<file path="src/rtl/countdown_timer_dp.sv">
`default_nettype none
// ============================================================================
// Module   : countdown_timer_dp
// Brief    : Preset-loaded hh:mm:ss.cc countdown datapath with done/expired
//            flags, display-compatible with the stopwatch datapath.
// Revision : 1.0 - initial release
// ============================================================================
module countdown_timer_dp #(
    parameter int CLK_FREQ = 100_000_000,
    parameter int TICK_HZ  = 100
) (
    input  logic       clk,
    input  logic       reset,
    input  logic       run,
    input  logic       clear,
    input  logic       load,
    input  logic [6:0] preset_sec,
    input  logic [6:0] preset_min,
    input  logic [6:0] preset_hour,
    output logic [6:0] msec,
    output logic [6:0] sec,
    output logic [6:0] min,
    output logic [6:0] hour,
    output logic       done,
    output logic       expired,
    output logic [1:0] state
);

    localparam int c_TICK_DIV = CLK_FREQ / TICK_HZ;
    localparam int c_CNT_W    = $clog2(c_TICK_DIV);

    localparam logic [c_CNT_W-1:0] c_TICK_MAX = c_CNT_W'(c_TICK_DIV - 1);

    localparam logic [1:0] c_ST_IDLE    = 2'd0;
    localparam logic [1:0] c_ST_RUN     = 2'd1;
    localparam logic [1:0] c_ST_PAUSE   = 2'd2;
    localparam logic [1:0] c_ST_EXPIRED = 2'd3;

    logic [c_CNT_W-1:0] r_tick_cnt;
    logic [6:0]         r_msec, r_sec, r_min, r_hour;
    logic               r_done, r_expired;
    logic [1:0]         r_state;

    logic [6:0] w_msec_dec, w_sec_dec, w_min_dec, w_hour_dec;
    logic [6:0] w_sat_sec, w_sat_min, w_sat_hour;
    logic       w_tick, w_last, w_load_zero;

    assign w_tick = (r_tick_cnt == c_TICK_MAX);

    // One hundredth left: the next tick lands exactly on zero
    assign w_last = (r_hour == 7'd0) && (r_min == 7'd0) &&
                    (r_sec == 7'd0) && (r_msec == 7'd1);

    assign w_sat_sec  = (preset_sec  > 7'd59) ? 7'd59 : preset_sec;
    assign w_sat_min  = (preset_min  > 7'd59) ? 7'd59 : preset_min;
    assign w_sat_hour = (preset_hour > 7'd23) ? 7'd23 : preset_hour;

    assign w_load_zero = (w_sat_sec == 7'd0) && (w_sat_min == 7'd0) &&
                         (w_sat_hour == 7'd0);

    always_comb begin
        w_msec_dec = r_msec - 7'd1;
        w_sec_dec  = r_sec;
        w_min_dec  = r_min;
        w_hour_dec = r_hour;
        if (r_msec == 7'd0) begin
            w_msec_dec = 7'd99;
            if (r_sec == 7'd0) begin
                w_sec_dec = 7'd59;
                if (r_min == 7'd0) begin
                    w_min_dec  = 7'd59;
                    w_hour_dec = r_hour - 7'd1;
                end else begin
                    w_min_dec = r_min - 7'd1;
                end
            end else begin
                w_sec_dec = r_sec - 7'd1;
            end
        end
    end

    always_ff @(posedge clk) begin
        if (reset) begin
            r_tick_cnt <= '0;
            r_msec     <= 7'd0;
            r_sec      <= 7'd0;
            r_min      <= 7'd0;
            r_hour     <= 7'd0;
            r_done     <= 1'b0;
            r_expired  <= 1'b0;
            r_state    <= c_ST_IDLE;
        end else begin
            r_done <= 1'b0;
            if (clear) begin
                r_tick_cnt <= '0;
                r_msec     <= 7'd0;
                r_sec      <= 7'd0;
                r_min      <= 7'd0;
                r_hour     <= 7'd0;
                r_expired  <= 1'b0;
                r_state    <= c_ST_IDLE;
            end else if (load && (r_state != c_ST_RUN)) begin
                r_tick_cnt <= '0;
                r_msec     <= 7'd0;
                r_sec      <= w_sat_sec;
                r_min      <= w_sat_min;
                r_hour     <= w_sat_hour;
                r_expired  <= 1'b0;
                r_state    <= w_load_zero ? c_ST_IDLE : c_ST_PAUSE;
            end else begin
                case (r_state)
                    c_ST_PAUSE: begin
                        if (run) begin
                            r_state <= c_ST_RUN;
                        end
                    end
                    c_ST_RUN: begin
                        // Dropping run freezes the tick phase along with the time
                        if (!run) begin
                            r_state <= c_ST_PAUSE;
                        end else if (w_tick) begin
                            r_tick_cnt <= '0;
                            if (w_last) begin
                                r_msec    <= 7'd0;
                                r_sec     <= 7'd0;
                                r_min     <= 7'd0;
                                r_hour    <= 7'd0;
                                r_done    <= 1'b1;
                                r_expired <= 1'b1;
                                r_state   <= c_ST_EXPIRED;
                            end else begin
                                r_msec <= w_msec_dec;
                                r_sec  <= w_sec_dec;
                                r_min  <= w_min_dec;
                                r_hour <= w_hour_dec;
                            end
                        end else begin
                            r_tick_cnt <= r_tick_cnt + c_CNT_W'(1);
                        end
                    end
                    default: begin
                    end
                endcase
            end
        end
    end

    assign msec    = r_msec;
    assign sec     = r_sec;
    assign min     = r_min;
    assign hour    = r_hour;
    assign done    = r_done;
    assign expired = r_expired;
    assign state   = r_state;

endmodule
`default_nettype wire

</file>
<file path="config.mk">
export PLATFORM = sky130hd
export DESIGN_NAME = countdown_timer_dp
export DESIGN_NICKNAME = d
export VERILOG_FILES = /design/src/rtl/countdown_timer_dp.sv
export SDC_FILE = /design/constraint.sdc
export NUM_CORES = 1
export LEC_CHECK = 0
export CORE_MARGIN = 1
export CORE_UTILIZATION = 25
export DETAILED_ROUTE_END_ITERATION = 16
export DONT_BUFFER_PORTS = 1
export GPL_TIMING_DRIVEN = 0
export PLACE_DENSITY_LB_ADDON = 0.25
export SKIP_CTS_REPAIR_TIMING = 1
export SLEW_MARGIN = 20
export SYNTH_ARGS = -nofsm -noshare
export SYNTH_HDL_FRONTEND = slang
export SYNTH_SLANG_ARGS = --single-unit
export TNS_END_PERCENT = 100
</file>
<file path="constraint.sdc">
create_clock -name clk -period 2.6 [get_ports clk]
set_input_delay 0.52 -clock clk [delete_from_list [all_inputs] [get_ports clk]]
set_output_delay 0.52 -clock clk [all_outputs]
set_load 0.03 [all_outputs]
</file>
### Word-level counts from Yosys, hierarchy flattened

Index checks and enable logic that the tools add are counted.

* logic and storage cells: 94
* output and inout bits: 32
* register bits: 52
* input bits: 26

* reductions and logical operators: 30
* equal/unequal tests: 8
* $add $sub $neg: 5
* multiplexer cells: 37
* magnitude comparators: 3
* bitwise gates (word level): 3

Operators by type and width (count)
* $mux W7: 28
* $logic_not A7 Y1: 7
* $sub A7 B1 Y7 const B: 4
* $add A20 B1 Y20 const B: 1
* $eq A20 B20 Y1 const B: 1
* $mux W20: 1
* $gt A7 B6 Y1 const B: 2
* $mux W2: 6
* $reduce_and A4 Y1: 3
* $reduce_bool A3 Y1: 4
* $ne A4 B4 Y1 const B: 2
* $eq A7 B1 Y1 const B: 1
* $gt A7 B5 Y1 const B: 1
* $logic_and A1 B1 Y1: 6
* $reduce_and A6 Y1: 1
* $reduce_bool A2 Y1: 3
* $reduce_or A6 Y1: 1
* $reduce_and A5 Y1: 1
* $pmux W2 S2: 1
* $ne A3 B3 Y1 const B: 1
* $not A1 Y1: 3
* $reduce_and A3 Y1: 1
* $reduce_or A3 Y1: 1
* $eq A2 B1 Y1 const B: 1
* 5 further kinds: 5

### Depth between registers and ports, before layout

* word-level depth: 9
* depth in mapped cells: 9
* gate-level depth less buffers: 7

### Worst setup path before layout

Ideal clock, no wire load.

* path type: reg2reg
* from: register r_min[0], in the netlist min[0]
* to: register r_hour[0], in the netlist hour[0]
* arrival time: 2.084 ns
* data required time: 2.526 ns
* stages on the path, launching flop included: 10
* setup time: 0.074 ns
* path buffers: 2
* path slack: 0.441 ns
* clock period less this slack: 2.159 ns
* path through: dfxtp_1 -> inv_1 -> ha_1 -> nor2b_1 -> and4_1 -> buf_4 -> a21boi_4 -> clkbuf_1 -> o21ai_0 -> a31oi_1

* cells in the longest elaborated chain, start to end: 9
* elaborated cells on any way between the ends: 13
* those cells by class: mux (5); reduce/logical (8)

Ends and longest elaborated chain
* from (decl): RTL line 40 `logic [6:0] r_msec, r_sec, r_min, r_hour;`
* from (signal assigned): RTL line 106 `r_min <= w_sat_min;`
* from (signal assigned): RTL line 134 `r_min <= w_min_dec;`
* $logic_not A7 Y1 *: RTL line 51, 70
* $logic_and A1 B1 Y1 (2 in a row): RTL line 51 `assign w_last = (r_hour == 7'd0) && (r_min == 7'd0) &&`
* $logic_and A1 B1 Y1: RTL line 52 `(r_sec == 7'd0) && (r_msec == 7'd1);`
* $mux W7: RTL line 123 `if (w_last) begin`
* $mux W7: RTL line 121 `end else if (w_tick) begin`
* $mux W7: RTL line 119 `if (!run) begin`
* $mux W7: RTL line 111 `case (r_state)`
* $mux W7: RTL line 102 `end else if (load && (r_state != c_ST_RUN)) begin`
* to (signal assigned): RTL line 107 `r_hour <= w_sat_hour;`
* to (signal assigned): RTL line 135 `r_hour <= w_hour_dec;`
* to (decl): RTL line 40

Mark *: on every way between the ends. The rest lies on a longest branch, timed or not. The select of a mux whose other input is x is not followed.
A chain may end at the register's enable or synchronous reset.

### Final worst setup path

* from: register r_sec[0], in the netlist sec[0]
* to: register r_hour[0], in the netlist hour[0]

* cells in the longest elaborated chain, start to end: 8
* elaborated cells on any way between the ends: 12
* those cells by class: mux (5); reduce/logical (7)

Ends and longest elaborated chain
* from (decl): RTL line 40
* from (signal assigned): RTL line 105 `r_sec <= w_sat_sec;`
* from (signal assigned): RTL line 133 `r_sec <= w_sec_dec;`
* $logic_not A7 Y1 *: RTL line 52, 68
* $logic_and A1 B1 Y1: RTL line 51
* $logic_and A1 B1 Y1: RTL line 52
* $mux W7: RTL line 123
* $mux W7: RTL line 121
* $mux W7: RTL line 119
* $mux W7: RTL line 111
* $mux W7: RTL line 102

Marks and branches as above.

==> out/metrics.yaml <==
route:
  via_count: 3015
  wl_per_cell_um: 17.6
  drtPass1Iterations: 4
  wl_um: 9980
  ant_nets: 0
  drc_errors: 0
  drtIter0Drc: 145
  vias_per_cell: 5.31
power:
  finalPower_mw: 1.91
  powerDensity_mw_per_mm2: 528
  vdd_drop_max_mv: 0.330
  power_leakage_nw: 1.20
placed_design:
  dp_slack_ns: -0.214
  gp_congestion: 0.870
  dp_hpwl_um: 7640
  port_buffers: 0
logic_synthesis:
  ys_warn_count: 0
  synth_ff_type: "dfxtp_1"
  synth_cells: 389
  yosysUniqueCellTypes: 68
  syn_area_mm2: 0.00321
  synth-seq-cells: 52
  synth-edff-count: 0
  synth.avg_cell_area_um2: 8.26
  syn-num-nets: 424
  seq_area_frac_synth: 0.324
  async_flop_share: 0
clock_network:
  cts-root-buf: "clkbuf_16"
  cts.sinks: 52
  clkLatencyLatePin_ns: 0.30
  path_clk_slew_ns: 0.07
  cts-buffers-inserted: 5
  cts_tree: "done"
  clockBufferDepth: 2
  htree_levels: 2
finish:
  area_growth_pct: 12.6
  final_nets: 431
  final_cell_mix: "nor2_1, dfxtp_1, nand2_1, nand3_1, a21oi_1"
  drive_gt1_frac: 0.0859
  antennaDiodeCount: 0
  final_common_cell: "nor2_1"
floorplanning:
  start_util: 0.256
  die_y_um: 115
  fp.dieArea_mm2: 0.0133
  fp.dieW_um: 115
  num_rows: 41
  ios: 58
  core_mm2: 0.0126
critical_path:
  worstSetupStartpointType: "register"
  critical_path_buf_inv_count: 3
  crit-reg2reg-launch: "sec[0]"
  path_class: "reg2reg"
  endpoint_kind: "register"
  slowest_delay_ns: 0.55
  crit_start: "sec[0]"
  cp_cell_sequence: "inv_1 -> ha_1 -> nor2b_1 -> and4_1 -> buf_4 -> a21boi_4 -> clkbuf_2 -> o21ai_0 -> a31oi_1"
  critPathRequiredTime_ns: 2.83
  cpMaxStageDelayCell: "dfxtp_1"
  cpLargestDelayFamily: "buffers and inverters"
  arrival_ns: 2.73
  path_max_fanout: 10
sta:
  setup_viol_count_final: 0
  hold_ws_ns: 0.383
  setup_ws_ns: 0.0969
  maxSlewViolCount: 0
  fmax_ghz: 0.400
  finalClockSkew_ns: 0.00836
  slew_headroom: 0.486
  finalHoldViolCount: 0
  tns_ns: 0
  layout_min_cycle_time_ns: 2.50
  tightest_slew_ns: 0.766
  rsz0062_at_grt: "yes"
  period_share: 0.963
worst_hold_path:
  holdCritStartpoint: "preset_sec[6]"
  holdCritPathClass: "in2reg"
job:
  drv_cap: 0
global_routing:
  grt_max_degree: 16
  antenna_found_initial: 0
  grt_pass1_wl_um: 16100
  gr-total-overflow: 0
  track_usage: 0.158
  grt_pass1_vias: 2945
run_status:
  outcome: "completed"
[worst register-to-register path, cell delays in order (launching register included)]
cell	delay, ns
dfxtp_1	0.55
inv_1	0.14
ha_1	0.28
nor2b_1	0.19
and4_1	0.19
buf_4	0.15
a21boi_4	0.28
clkbuf_2	0.32
o21ai_0	0.15
a31oi_1	0.18
[cell usage after synthesis (4+ instances only)]
| library cell | n | area share |
|---|---|---|
| nor2_1 | 54 | 0.063 |
| dfxtp_1 | 52 | 0.32 |
| nand2_1 | 27 | 0.032 |
| nand3_1 | 20 | 0.031 |
| a21oi_1 | 16 | 0.025 |
| inv_1 | 14 | 0.016 |
| nor3_1 | 14 | 0.022 |
| xnor2_1 | 14 | 0.038 |
| o21ai_0 | 12 | 0.019 |
| xor2_1 | 12 | 0.033 |
| a31oi_1 | 9 | 0.018 |
| ha_1 | 9 | 0.035 |
| and4_1 | 8 | 0.022 |
| nand4_1 | 7 | 0.014 |
| nor4_1 | 7 | 0.014 |
| and3_1 | 6 | 0.012 |
| clkbuf_1 | 6 | 0.0070 |
| o211ai_1 | 6 | 0.014 |
| o31ai_1 | 6 | 0.014 |
| a211oi_1 | 5 | 0.012 |
| or4_1 | 5 | 0.012 |
| nand3b_1 | 4 | 0.0093 |
| nand4b_1 | 4 | 0.011 |
[metal layers]
metal  vias up  wire, µm  part of all wire  global-route usage
met5         -         0                 0                   0
met4         0        91            0.0091              0.0381
met3        10       770             0.077              0.0422
met2       117      4360              0.44               0.242
met1      1416      4760              0.48               0.220
li1       1472         -                 -                   -
[cell families after synthesis]
family                   after synthesis  share of synthesized area
buffers and inverters                 28                     0.0397
adder cells (fa/ha/maj)                9                     0.0350
AND/OR/NAND/NOR                      185                      0.327
AO/OA/AOI/OAI                         87                      0.197
XOR/XNOR                              26                     0.0709
flip-flops                            52                      0.324
multiplexers                           2                    0.00623
[power by group]
| group | leakage (nW) | total, mW | internal, mW | switching (mW) |
|---|---|---|---|---|
| combinational | 0.686 | 0.197 | 0.0731 | 0.124 |
| sequential | 0.422 | 0.856 | 0.809 | 0.0476 |
| clock | 0.0899 | 0.858 | 0.547 | 0.311 |
[through the flow]
stage | std cells | instance area [µm²] | utilization
after CTS | 568 | 3610 | 0.288
after floorplan | 389 | 3210 | -
after global routing | 568 | 3620 | 0.288
after detailed placement | 561 | 3430 | 0.273
after global placement | 561 | 3430 | 0.273
final | 568 | 3620 | 0.288
[final cells by class]
class	count	area, µm²
clock buffer	5	125
tap	172	215
sequential	52	1040
multi-input combinational	309	2040
inverter	14	52.6
clock inverter	2	60.1
fill	1354	8950
buffer	14	77.6
[registers in the layout (all words and copies together) (netlist names)]
register and cells:
hour 7, r_tick_cnt 20, msec 7, expired 1, state 2, done 1
min 7, sec 7
[path summary, 6_finish.rpt]
kind | end | slack, ns | depth (start not counted)
max | hour[0] | 0.1 | 9
min | sec[5] | 0.38 | 2
max reg2reg | hour[0] | 0.1 | 9
min reg2reg | r_tick_cnt[1] | 0.47 | 2
No activity file was read; power rests on OpenSTA's default activity.
==> RTL change: new RTL, config.mk and constraints unchanged <==
Add an input register stage for `run`, `clear` and `load`; this delays them by one clock.
--- a/src/rtl/countdown_timer_dp.sv
+++ b/src/rtl/countdown_timer_dp.sv
@@ -35,6 +35,16 @@
     localparam logic [1:0] c_ST_RUN     = 2'd1;
     localparam logic [1:0] c_ST_PAUSE   = 2'd2;
     localparam logic [1:0] c_ST_EXPIRED = 2'd3;
+
+    logic run_q;
+    logic clear_q;
+    logic load_q;
+
+    always_ff @(posedge clk) begin
+        run_q   <= run;
+        clear_q <= clear;
+        load_q  <= load;
+    end
 
     logic [c_CNT_W-1:0] r_tick_cnt;
     logic [6:0]         r_msec, r_sec, r_min, r_hour;
@@ -91,7 +101,7 @@
             r_state    <= c_ST_IDLE;
         end else begin
             r_done <= 1'b0;
-            if (clear) begin
+            if (clear_q) begin
                 r_tick_cnt <= '0;
                 r_msec     <= 7'd0;
                 r_sec      <= 7'd0;
@@ -99,7 +109,7 @@
                 r_hour     <= 7'd0;
                 r_expired  <= 1'b0;
                 r_state    <= c_ST_IDLE;
-            end else if (load && (r_state != c_ST_RUN)) begin
+            end else if (load_q && (r_state != c_ST_RUN)) begin
                 r_tick_cnt <= '0;
                 r_msec     <= 7'd0;
                 r_sec      <= w_sat_sec;
@@ -110,13 +120,13 @@
             end else begin
                 case (r_state)
                     c_ST_PAUSE: begin
-                        if (run) begin
+                        if (run_q) begin
                             r_state <= c_ST_RUN;
                         end
                     end
                     c_ST_RUN: begin
                         // Dropping run freezes the tick phase along with the time
-                        if (!run) begin
+                        if (!run_q) begin
                             r_state <= c_ST_PAUSE;
                         end else if (w_tick) begin
                             r_tick_cnt <= '0;
Check against the original RTL: not equivalent (Yosys sat finds a counterexample within 4 cycles, from zero or initial values).
==> RTL change against the unedited design <==
Non-clock buffer count did not move. Power rose by 1.2%. Count of clock-buffer cells in the layout rose by 1. Worst setup slack improved by 0.067 ns. Utilization rose by 0.28 points. Synthesized cell count rose by 0.77%. Sequential cell count rose by 3. Critical path depth fell by 1. Global-route usage rose by 0.18 points. Wire length rose by 3.3%. Clock skew rose by 0.0014 ns. Design area rose by 1.8%. Synthesized area rose by 1.9%. Critical path type unchanged.
==> RTL change: results (changes against the unedited design) <==
Synthesis:
- The register area share after synthesis is 33.6% (+1.2 points).
- The adder and majority gate portion of the synthesized area came to 3.44% (-0.064 points).
- The mux cell area share after synthesis is 0.612% (-0.011 points).
- The mean cell area of the mapped netlist is 8.35 µm² (+1.1%).
- The post-synthesis net count was 427 (+0.71%).
- The area fraction in compound gates after synthesis came to 19.3% (-0.36 points).
- The commonest cells after synthesis are sky130_fd_sc_hd__dfxtp_1 (55), sky130_fd_sc_hd__nor2_1 (54), sky130_fd_sc_hd__nand2_1 (27).
- Yosys attributes the largest share of cell area to sky130_fd_sc_hd__dfxtp_1 (34%), sky130_fd_sc_hd__nor2_1 (6.2%), sky130_fd_sc_hd__xnor2_1 (3.7%).
- The xor-xnor portion of the synthesized cell area is 6.96% (-0.13 points).

Critical path:
- The slowest stage of the critical path is the sky130_fd_sc_hd__dfxtp_2 cell.
- The biggest cell delay along the critical path is 0.45 ns (-0.10 ns).
- On the critical path the largest part of the delay comes from compound AO/OA/AOI/OAI gates.

Drt:
- The via count is 3,087 (+2.4%).
- The met1 wire length came to 4780 µm (+0.44%).
- The number of design-rule violations left by the first detailed-router iteration is 165 (+14%).
- The length of routed met2 wiring came to 4580 µm (+5.1%).
- The wire length on met3 came to 756 µm (-1.8%).
- The average detailed-routed wire length per instance is 18.0 µm (+2.6%).

Global route:
- The largest net degree at the start of global routing is 18 (+2).
- The number of global-route vias before repair was 3,044 (+3.4%).
- The total global routing track utilization is 16.0% (+0.18 points).
- The first-pass GRT wire length is 16,700 µm (+3.7%).
- The met3 capacity usage during global routing is 4.62% (+0.40 points).
- The met1 layer usage reported by global route is 21.3% (-0.61 points).
- The global routing usage on met2 is 24.7% (+0.42 points).

Clock tree:
- The clock-pin slew of the registers on the worst-case setup and hold paths is 0.07 ns (about the same).

Final layout:
- The layout overhead on the synthesized area is 12.5% (about the same).
- The share of layout cells above drive strength 1 is 10.8% (+2.2 points).
- The number of fill cells in the layout is 1,364 (+0.74%).

Placed design:
- The final estimated routing congestion in global placement was 0.895 (+2.9%).
- The placed cell count is 564 (+0.53%).
- The detailed-placement wirelength estimate is 7730 µm (+1.2%).
- The placed cell area is 0.00349 mm² (+1.8%).

STA:
- The clock skew after layout came to 0.00974 ns (+0.00138 ns).
- The slew at the pin with the worst max-slew slack is 0.746 ns (-0.0196 ns).

Status:
- The flow ran to the end, and the final reports show no timing, DRC or antenna violations.

Power:
- The leakage power came to 1.23 nW (+2.3%).
- The maximum resistive drop on vdd was 0.301 mV (-8.7%).
## RTL change: changes by cell type in the layout (fill, tap and decap cells not counted)
| cell | unedited run | this run |
|---|---|---|
| sky130_fd_sc_hd__dfxtp_2 | 2 | 8 |
| sky130_fd_sc_hd__and2_1 | 3 | 2 |
| sky130_fd_sc_hd__bufinv_16 | 2 | 1 |
| sky130_fd_sc_hd__o21ai_1 | 2 | 1 |
| sky130_fd_sc_hd__clkbuf_8 | 0 | 1 |
| sky130_fd_sc_hd__dfxtp_1 | 50 | 47 |
| sky130_fd_sc_hd__and2_2 | 0 | 1 |
| sky130_fd_sc_hd__inv_6 | 0 | 1 |
| sky130_fd_sc_hd__o21ai_2 | 0 | 1 |
## RTL change: path summary, 6_finish.rpt
kind | startpoint | end | slack [ns] | cells past startpoint
hold / removal | run | run_q$_DFF_P_ | 0.24 | 0
setup reg to reg | hour[0]$_SDFFE_PP0P_ | hour[0]$_SDFFE_PP0P_ | 0.16 | 8
setup / recovery | hour[0]$_SDFFE_PP0P_ | hour[0]$_SDFFE_PP0P_ | 0.16 | 8
hold reg to reg | r_tick_cnt[1]$_SDFFE_PP0P_ | r_tick_cnt[1]$_SDFFE_PP0P_ | 0.48 | 2
## RTL change: where the power goes
| part | internal [mW] | switching (mW) |
|---|---|---|
| Combinational | 0.0757 | 0.129 |
| Clock | 0.486 | 0.335 |
| Sequential | 0.858 | 0.0512 |
| Total | 1.42 | 0.515 |
## RTL change: area by class of cell
| cell class | instances | share of cell area (%) |
|---|---|---|
| Clock buffer | 6 | 3.77 |
| Multi-Input combinational cell | 309 | 55.6 |
| Tap cell | 172 | 5.84 |
| Buffer | 14 | 2.11 |
| Clock inverter | 2 | 1.05 |
| Inverter | 14 | 1.43 |
| Sequential cell | 55 | 30.2 |
